`src/rtl/det_event_logger.sv`:
```
// det_event_logger: timestamps detection pulses into a FIFO, with saturating
// event/drop counters and a sticky overflow flag.
module det_event_logger #(
  parameter int TS_W  = 16,
  parameter int DEPTH = 8,
  parameter int CNT_W = 16
) (
  input  logic                   clk,
  input  logic                   rst,
  input  logic                   clear,
  input  logic                   det_in,
  input  logic                   out_ready,
  output logic                   out_valid,
  output logic [TS_W-1:0]        out_ts,
  output logic [$clog2(DEPTH):0] fifo_level,
  output logic [CNT_W-1:0]       evt_count,
  output logic [CNT_W-1:0]       drop_count,
  output logic                   overflow
);
  localparam int AW = $clog2(DEPTH);
  localparam logic [AW:0] L_FULL = (AW+1)'(DEPTH);
  logic [TS_W-1:0]  r_ts;
  logic [TS_W-1:0]  r_mem [DEPTH];
  logic [AW-1:0]    r_wr, r_rd;
  logic [AW:0]      r_level;
  logic [CNT_W-1:0] r_evt, r_drop;
  logic             r_ovf;
  logic             w_pop, w_push, w_full;
  assign w_full = r_level == L_FULL;
  assign w_pop  = (r_level != '0) && out_ready;
  // a full FIFO still accepts a push when the head is leaving in the same cycle
  assign w_push = det_in && (!w_full || w_pop);
  always_ff @(posedge clk) begin
    if (rst || clear) begin
      r_ts    <= '0;
      r_wr    <= '0;
      r_rd    <= '0;
      r_level <= '0;
      r_evt   <= '0;
      r_drop  <= '0;
      r_ovf   <= 1'b0;
      for (int i = 0; i < DEPTH; i++) r_mem[i] <= '0;
    end else begin
      r_ts    <= r_ts + 1'b1;
      r_level <= r_level + {{AW{1'b0}}, w_push} - {{AW{1'b0}}, w_pop};
      if (w_push) begin
        r_mem[r_wr] <= r_ts;
        r_wr        <= r_wr + 1'b1;
      end
      if (w_pop) r_rd <= r_rd + 1'b1;
      if (det_in) r_evt <= (r_evt != '1) ? r_evt + 1'b1 : r_evt;
      if (det_in && !w_push) begin
        r_drop <= (r_drop != '1) ? r_drop + 1'b1 : r_drop;
        r_ovf  <= 1'b1;
      end
    end
  end
  assign out_valid  = r_level != '0;
  assign out_ts     = r_mem[r_rd];
  assign fifo_level = r_level;
  assign evt_count  = r_evt;
  assign drop_count = r_drop;
  assign overflow   = r_ovf;
endmodule

```
`config.mk`:
```
export PLATFORM = sky130hd
export DESIGN_NAME = det_event_logger
export DESIGN_NICKNAME = d
export VERILOG_FILES = /design/src/rtl/det_event_logger.sv
export SDC_FILE = /design/constraint.sdc
export NUM_CORES = 1
export LEC_CHECK = 0
export BUFFER_PORTS_ARGS = -buffer_cell sky130_fd_sc_hd__buf_2
export CAP_MARGIN = 10
export CORE_MARGIN = 2
export CORE_UTILIZATION = 44
export CTS_CLUSTER_DIAMETER = 150
export CTS_CLUSTER_SIZE = 10
export DETAILED_ROUTE_END_ITERATION = 8
export GPL_TIMING_DRIVEN = 1
export HOLD_SLACK_MARGIN = 0.02
export PLACE_DENSITY = 0.6
export SETUP_SLACK_MARGIN = 0.15
export SLEW_MARGIN = 20
export SYNTH_ARGS = -nofsm -noshare
export SYNTH_HDL_FRONTEND = slang
export SYNTH_SLANG_ARGS = --single-unit
```
`constraint.sdc`:
```
create_clock -name clk -period 2.75 [get_ports clk]
set_input_delay 0.1375 -clock clk [delete_from_list [all_inputs] [get_ports clk]]
set_output_delay 0.1375 -clock clk [all_outputs]
set_load 0.005 [all_outputs]
```
# Word level (Yosys, flattened, before mapping)
# Memories as Yosys holds them, arrays and structs flattened. A register that Yosys moved wholly into a read port is not among the register bits.
# Index checks and enable logic that the tools add are counted.
[word_totals]
reg_bits = 59
latch_bits = 0
ram_bits = 128
rom_bits = 0
input_bits = 5
out_inout_bits = 54
wordCells = 39
memories = 1
[op_classes]
addsub = 7
mul = 0
div_mod_pow = 0
magnitude_cmp = 0
eq_ne = 3
shift = 0
muxes = 10
bitwise_logic = 0
n_reduce_logical = 11
[mem_list]
columns = ["name", "words", "width", "rd", "rd_clocked_by_memory_dff", "write_ports", "line_no", "source"]
rows = [
  ["r_mem", 8, 16, 1, 1, 8, "23", "logic [TS_W-1:0] r_mem [DEPTH];"],
]
[ops]
columns = ["cell", "count"]
rows = [
  ["16-bit by 1-bit adder with 16-bit output, second input constant", 3],
  ["16-bit inequality test, second input constant", 2],
  ["16-bit 2-to-1 mux", 1],
  ["16-bit OR reduction", 1],
  ["3-bit 2-to-1 mux", 3],
  ["3-bit by 1-bit adder with 3-bit output, second input constant", 2],
  ["1-bit 2-to-1 mux", 6],
  ["4-bit by 1-bit adder with 4-bit output", 1],
  ["4-bit equality test, second input constant", 1],
  ["2-bit AND reduction", 2],
  ["4-bit nonzero test", 1],
  ["4-bit by 1-bit subtractor with 4-bit output", 1],
  ["1-bit logical AND", 3],
  ["1-bit logical NOT", 2],
  ["1-bit logical OR", 2],
]

# Longest topological paths before layout
# Gate-level depths: netlist (run 1).
[logic_depth]
depth_word = 9
mapped_depth = 12
depth_no_buf = 11

# Worst setup path before layout (run 1)
# No wires, ideal clock.
[synth_path]
kind = "flip-flop to flip-flop"
from = "register r_level[2] (netlist: fifo_level[2])"
to = "memory r_mem[1][0] (enable)"
setup_time_ps = 375
arrival_ps = 1986
required_time_ps = 2375
slack_ps = 389
stages_incl_launch_ff = 8
n_path_buf = 1
period_less_slack_ps = 2361
cell_sequence = "dfxtp_1 inv_1 ha_1 nor2b_1 o311ai_2 buf_2 nor3_1 nand2b_1"
[synth_lines]
columns = ["element", "line_no", "source"]
rows = [
  ["start, declared", "25", "logic [AW:0] r_level;"],
  ["start signal, assigned", "45", "r_level <= r_level + {{AW{1'b0}}, w_push} - {{AW{1'b0}}, w_pop};"],
  ["end, declared", "23", ""],
]

# Final worst setup path (run 1)
[layout_path]
from = "register r_level[2] (netlist: fifo_level[2])"
to = "register r_level[2] (netlist: fifo_level[2])"
[layout_via]
elab_chain_len = 6
word_cells_on_any_way = 8
cone_classes = "add/sub: 2; eq/ne: 1; reduce/logical: 5"
[layout_rtl]
columns = ["element", "line_no", "source"]
rows = [
  ["4-bit equality test / 4-bit nonzero test (equally long branches)", "29, 30", ""],
  ["1-bit logical NOT / 1-bit logical AND (equally long branches)", "32, 30", ""],
  ["1-bit logical OR", "32", "assign w_push = det_in && (!w_full || w_pop);"],
  ["1-bit logical AND", "32", ""],
  ["4-bit by 1-bit adder with 4-bit output", "45", ""],
  ["4-bit by 1-bit subtractor with 4-bit output *", "45", ""],
]
# Every way passes the cells marked *; elsewhere a longest branch is shown, timed or not.
# A chain may end at the register's enable or synchronous reset.

==> results of run 1 <==
per-layer routing:
layer	global-route usage	wire, um	vias to the layer above	part of all wire
met3	0.0307	616	21	0.031
met5	0	0	-	0
met1	0.265	9050	2854	0.46
met2	0.319	9830	118	0.50
li1	-	-	2709	-
met4	0.0593	256	0	0.013
flip-flops by register name, indices dropped and copies added (netlist names), named ones only:
name	count
drop_count	16
evt_count	16
fifo_level	4
overflow	1
r_mem	128
r_rd	3
r_ts	16
r_wr	3
cell usage in the layout, fill, tap and decap left out, types with 18 or more instances in the layout:
cell and count:
edfxtp_1 128, buf_4 27, nand2_1 36, nand3_1 18, nor2_1 24, buf_2 58, dfxtp_1 61, and2_1 131
mux4_2 32, a21oi_1 20
where the power goes:
part           total, mW  switching, mW  internal [mW]
Combinational      0.340          0.187          0.153
Sequential          3.17         0.0417           3.13
Clock               2.46           1.11           1.36
Total               5.97           1.33           4.64
cell families after synthesis:
family,count (synthesis)
AOI/OAI and AO/OA,56
xor gates and xnor gates,16
adders and majority gates,11
buffers and inverters,64
DFF,190
muxes,62
and+or+nand+nor,306
tightest hold or removal path, cell delays in order:
cell and delay, ps:
buf_2 140, nand3_1 80, a21oi_1 70
through the flow:
step                      total power [mW]  std cells  setup slack [ps]
after floorplan                       3.44        705               389
after global placement                3.57       1006               485
after detailed placement              3.58       1006               411
after CTS                             6.04       1038               379
after global routing                  6.20       1038               219
final                                 5.97       1038               407
how the worst max path moves through the flow:
stage	endpoint	start	cells after the start	slack, ps
final	fifo_level[2]	fifo_level[2]	11	410
after global routing	fifo_level[2]	fifo_level[2]	11	220
after CTS	fifo_level[2]	fifo_level[2]	11	380
after detailed placement	fifo_level[2]	fifo_level[2]	11	410
after global placement	fifo_level[2]	fifo_level[2]	11	480
after floorplan	r_mem[1][0]	fifo_level[2]	7	390
cell usage after synthesis (all sizes together) (11+ instances only):
library cell    n  share of area
mux2i          14          0.016
dfxtp          62           0.14
mux2           16          0.020
and2          131          0.093
inv            12         0.0051
nor2           25          0.011
nor4           11         0.0085
a21oi          20          0.011
nand2b         12         0.0085
nand4          12         0.0085
mux4           32          0.082
nand2          36          0.015
and4           11          0.011
nand3          18          0.010
clkbuf         44          0.019
edfxtp        128           0.44
nor3           11         0.0062
or3            13         0.0092
xor2           11          0.011
layout make-up:
class | count | area share
Timing Repair Buffer | 87 | 0.0528
Tap cell | 265 | 0.0329
Sequential cell | 190 | 0.504
Clock buffer | 18 | 0.0426
Multi-Input combinational cell | 451 | 0.347
Clock inverter | 14 | 0.0160
Inverter | 13 | 0.00484
==> results.md, run 1 <==
- Hold endpoint: r_rd[1]
- PostCTS Resize Cnt: 0
- Max H-tree Level: 4
- Initial DRC count: roughly 300
- Slew of the pin with the lowest slew margin: ~660 ps
- CP bufs+invs: 2
- Die width: around 150 um
- Post-layout util: 0.515
- Most frequent CP cell: nand2_1
- Vias: 5702
- Post CTS Setup Buffer Count: 0
- FF-to-FF End: fifo_level[2]
- Antenna viol nets, final: 0
- Largest family of logic cells by synthesized area: simple AND/OR/NAND/NOR gates
- Max Slew Vio Count: 0
- CP Max Fanout: 5
- Clk_skew: between 8 and 9 ps
- CORE AREA: 0.0196 mm^2
- R2r startpoint: fifo_level[2]
- CTS tree: built
- Root Buffer: clkbuf_16
- Antenna violations before repair: 0
- Post-Synth XOR/XNOR Area: 0.0159
- Antenna diodes: 0
- Complex-gate fraction of the synthesized area: 0.0421
- Hold path cells: 3
- Clk sinks: 190
- Total gr overflow: 0
- Fin nets: 776
- CP max-delay cell: or3b_2
- Layout cells sized above 1: 0.225
- Hold Startpoint: out_ready
- Asr flop ratio synth: 0
- GPL Wtd Cong: between 0.8 and 0.9
- Largest net degree at the start of global routing: 33
- Worst setup EP type: flip-flop
- Fillers: roughly 1700
- Synth Register Bits: 190
- Leakage power total: 3.78 nW
- Worst relative slew slack: 0.562
- HPWL after DPL: around 13000 um
- Min Tclk post-route: approximately 2300 ps
- Final setup vio count: 0
- Pwr dens: roughly 600 mW/mm^2
- WP data arrival: roughly 2700 ps
- I/O pin count: 59
- Buffer depth of the longest clock path: 2
- Library cells used by synthesis: 52
- Post-synth EDFFs: 128
- Hold-fix buffer count after cts: 0
- Mux cell area share after synthesis: 0.118
- Syn Nets: 721
- Simple-gate share of the synthesized area: 0.203
- Maximum VDD drop: approximately 0.00041 V
- CP peak stage delay: 510 ps
- Startpoint Class: flip-flop
- DR DRC count: 0
- Final Cell Area: 0.0101 mm^2
- Unrepaired setup endpoints after global routing: false
- Seq/Total Area, Yosys: 0.576
- FF/Latch Area: 0.00509 mm^2
- Placed Area: approximately 0.0095 mm^2
- Max Clk Rate: approximately 0.43 GHz
- Status: finished clean
- Worst path cell trace: inv_1 -> ha_1 -> or3b_2 -> nand2_1 -> nand2_1 -> nand2_1 -> ha_1 -> inv_1 -> fa_1 -> xor2_1 -> nor2_1
- Final hold slack: 46.3 ps
- Synth warn: 0
- Total Routed Length: just under 20000 um
- Worst path required time: just over 3000 ps
- Initial Util: 0.451
- Post-route clock period utilization: 0.852
- Vias in the first global route: around 5600
- CTS Buf Count: 17
- Synth Flop Type: edfxtp_1
- Gr usage total: 0.193
- Area Overhead vs Synth: 14.3%
- Clock latency at the later pin of the worst-skew pair: around 430 ps
- R2R Setup Slk: 410 ps
- Crit path max-delay family: simple AND/OR/NAND/NOR gates
- R2R cell count: 11
- PortBufs: a little under 60
- Min-delay worst type: input pin to flip-flop
- First-pass GRT wire length: between 30000 and 40000 um
- Post-synthesis cell area: approximately 0.0088 mm^2
- Final hold vios: 0
- Vias per cell: about 5.5
- Multi-input logic area: approximately 0.0035 mm^2
- Die area: around 0.021 mm^2
- Setup TNS: 0 ps
- CP Class: flip-flop to flip-flop
- Clk pin slew, worst setup/hold paths: ~70 ps
- Max-cap violations: 0
- Post-Syn Area per Cell: roughly 13 um^2
- Std-Cell Rows: between 50 and 60
- Initial DRT Pass Iterations: 4
- Post-Syn Instances: 705
- Avg WL per Cell: approximately 19 um
- Adder-cell share of the synthesized area: 0.0164
- Chip Height: about 150 um
No activity file was read; power rests on OpenSTA's default activity.
==> run 2: changes to the inputs <==
--- a/config.mk
+++ b/config.mk
@@ -9,6 +9,7 @@
 export CAP_MARGIN = 10
 export CORE_MARGIN = 2
 export CORE_UTILIZATION = 44
+export CTS_BUF_LIST = sky130_fd_sc_hd__clkbuf_8
 export CTS_CLUSTER_DIAMETER = 150
 export CTS_CLUSTER_SIZE = 10
 export DETAILED_ROUTE_END_ITERATION = 8
==> run 2 against run 1 <==
Compared with the run above: final cell count about the same; cell area down 1.8%; via count about the same.
==> results.md, run 2 (same netlist as run 1, synthesis figures left out) <==
- Max Clk Rate: between 0.4 and 0.5 GHz
- Reg with most FFs: r_mem
- Commonest non-fill, non-tap cell in the layout: and2_1
- Antenna violations before repair: 0
- Die width: around 150 um
- Met2 WL post-DR: 9890 um
- Vias: around 5700
- Multi-input logic area: ~0.0035 mm^2
- Gr usage total: 0.192
- Post-route clock period utilization: 0.852
- CP max-delay cell: a31oi_1
- Largest net degree at the start of global routing: 33
- CP bufs+invs: 2
- Std-Cell Rows: 51
- Unrepaired setup endpoints after global routing: false
- DR DRC count: 0
- Startpoint Class: flip-flop
- WP data arrival: between 2000 and 3000 ps
- Antenna diodes: 0
- Clock group share of total power: 0.346
- Met3 routed WL: about 640 um
- Worst setup EP type: flip-flop
- Chip Height: roughly 150 um
- Maximum VDD drop: approximately 0.00030 V
- Worst path cell trace: inv_1 -> ha_1 -> nand2b_1 -> a31oi_1 -> nand2_1 -> nand2_1 -> ha_1 -> inv_1 -> fa_1 -> xor2_1 -> nor2_1
- Worst relative slew slack: 0.562
- Post CTS Setup Buffer Count: 0
- FF/Latch Area: 0.00509 mm^2
- Vias per cell: approximately 5.5
- Pwr dens: around 540 mW/mm^2
- Area Overhead vs Synth: 12.2%
- Final hold vios: 0
- Max-cap violations: 0
- Min Tclk post-route: around 2300 ps
- Worst path required time: between 3000 and 4000 ps
- Net Sw Frac: 0.235
- CP Class: flip-flop to flip-flop
- Clk_skew: 15.1 ps
- Die area: 0.0212 mm^2
- Layout cells sized above 1: 0.225
- Total Routed Length: about 20000 um
- Total gr overflow: 0
- Commonest cells after routing, fill and taps aside: and2_1 (131), edfxtp_1 (128), dfxtp_1 (61), buf_2 (58), nand2_1 (36)
- Metal-1 WL: 9110 um
- CP peak stage delay: between 300 and 400 ps
- CORE AREA: roughly 0.020 mm^2
- Initial Util: 0.451
- Top layer reached by signal wires: met4
- CTS tree: built
- Initial DRT Pass Iterations: 4
- CTS Buf Count: 17
- CP Max Fanout: 5
- Gate power share: 0.064
- Max H-tree Level: 4
- PortBufs: 58
- Status: finished clean
- Clk pin slew, worst setup/hold paths: approximately 100 ps
- Crit path max-delay family: adder cells
- I/O pin count: between 50 and 60
- First-pass GRT wire length: around 32000 um
- Final setup vio count: 0
- Slew of the pin with the lowest slew margin: roughly 660 ps
- Clk sinks: 190
- Buffer depth of the longest clock path: 2
- Final hold slack: 90.5 ps
- Fillers: 1721
- Leakage power total: ~3.7 nW
- Clock latency at the later pin of the worst-skew pair: between 400 and 500 ps
- Initial DRC count: 294
- Post-layout util: 0.506
- Antenna viol nets, final: 0
- Max Slew Vio Count: 0
- HPWL after DPL: between 10000 and 15000 um
- Sequential power share: 0.590
- Setup TNS: 0 ps
- Min-delay worst type: input pin to flip-flop
- GPL Wtd Cong: approximately 0.8
- Avg WL per Cell: approximately 19 um
- Fin nets: 777
- Max reg flops: 128
- Root Buffer: clkbuf_8
- Vias in the first global route: around 5600
- Pint: slightly above 4 mW
- Net Switching: approximately 1.3 mW
-- run 2: changes by cell type in the layout (fill, tap and decap cells not counted), sizes merged --
cell / delta
clkbuf: -1
dlygate4sd3: +1
inv: +1
-- run 2: final timing paths --
kind	from	end	slack, ps	cells past startpoint
min	det_in	evt_count[2]	90	3
max reg2reg	fifo_level[2]	fifo_level[2]	410	11
min reg2reg	overflow	overflow	460	2
max	fifo_level[2]	fifo_level[2]	410	11
-- run 2: metrics by stage --
| step | power (mW) | worst slack, ps | area, um^2 | cells |
|---|---|---|---|---|
| 2_1_floorplan | 3.44 | 389 | 8830 | 705 |
| 3_3_place_gp | 3.57 | 485 | 9500 | 1006 |
| 3_5_place_dp | 3.58 | 411 | 9500 | 1006 |
| 4_1_cts | 5.42 | 375 | 9900 | 1039 |
| 5_1_grt | 5.58 | 214 | 9900 | 1039 |
| 6_report | 5.37 | 406 | 9900 | 1039 |
-- run 2: what timing repair did --
| item | CTS | global route |
|---|---|---|
| gates resized for setup | 0 | 0 |
| hold buffers | 1 | 0 |
| setup endpoints to repair | 0 | 0 |
| endpoints found under the hold margin | 2 | 0 |
-- run 2: routing by layer --
layer	vias to the layer above	GRT usage
li1	2708	-
met1	2865	0.264
met2	117	0.318
met3	15	0.0279
met4	0	0.0603
met5	-	0
-- run 2: power groups by stage --
stage | clock [mW] | sequential, mW | combinational [mW]
5_1_grt | 2.02 | 3.18 | 0.377
3_3_place_gp | 0 | 3.23 | 0.343
2_1_floorplan | 0 | 3.22 | 0.230
6_report | 1.86 | 3.17 | 0.342
4_1_cts | 1.90 | 3.17 | 0.350
3_5_place_dp | 0 | 3.23 | 0.347
-- run 2: worst register-to-register path: cells and delay by family (launching register included) --
family,cells,cell delay (ps)
fa+ha+maj,3,770
compound gates,1,380
simple gates,4,440
xor+xnor,1,150
flops,1,350
buf+inv,2,130
-- run 2: area by class of cell --
cell class | count | area share
inverter | 13 | 0.00493
tap | 265 | 0.0335
clock inverter | 15 | 0.0167
multi-input combinational | 451 | 0.353
sequential | 190 | 0.514
clock buffer | 17 | 0.0236
timing repair buffer | 88 | 0.0548
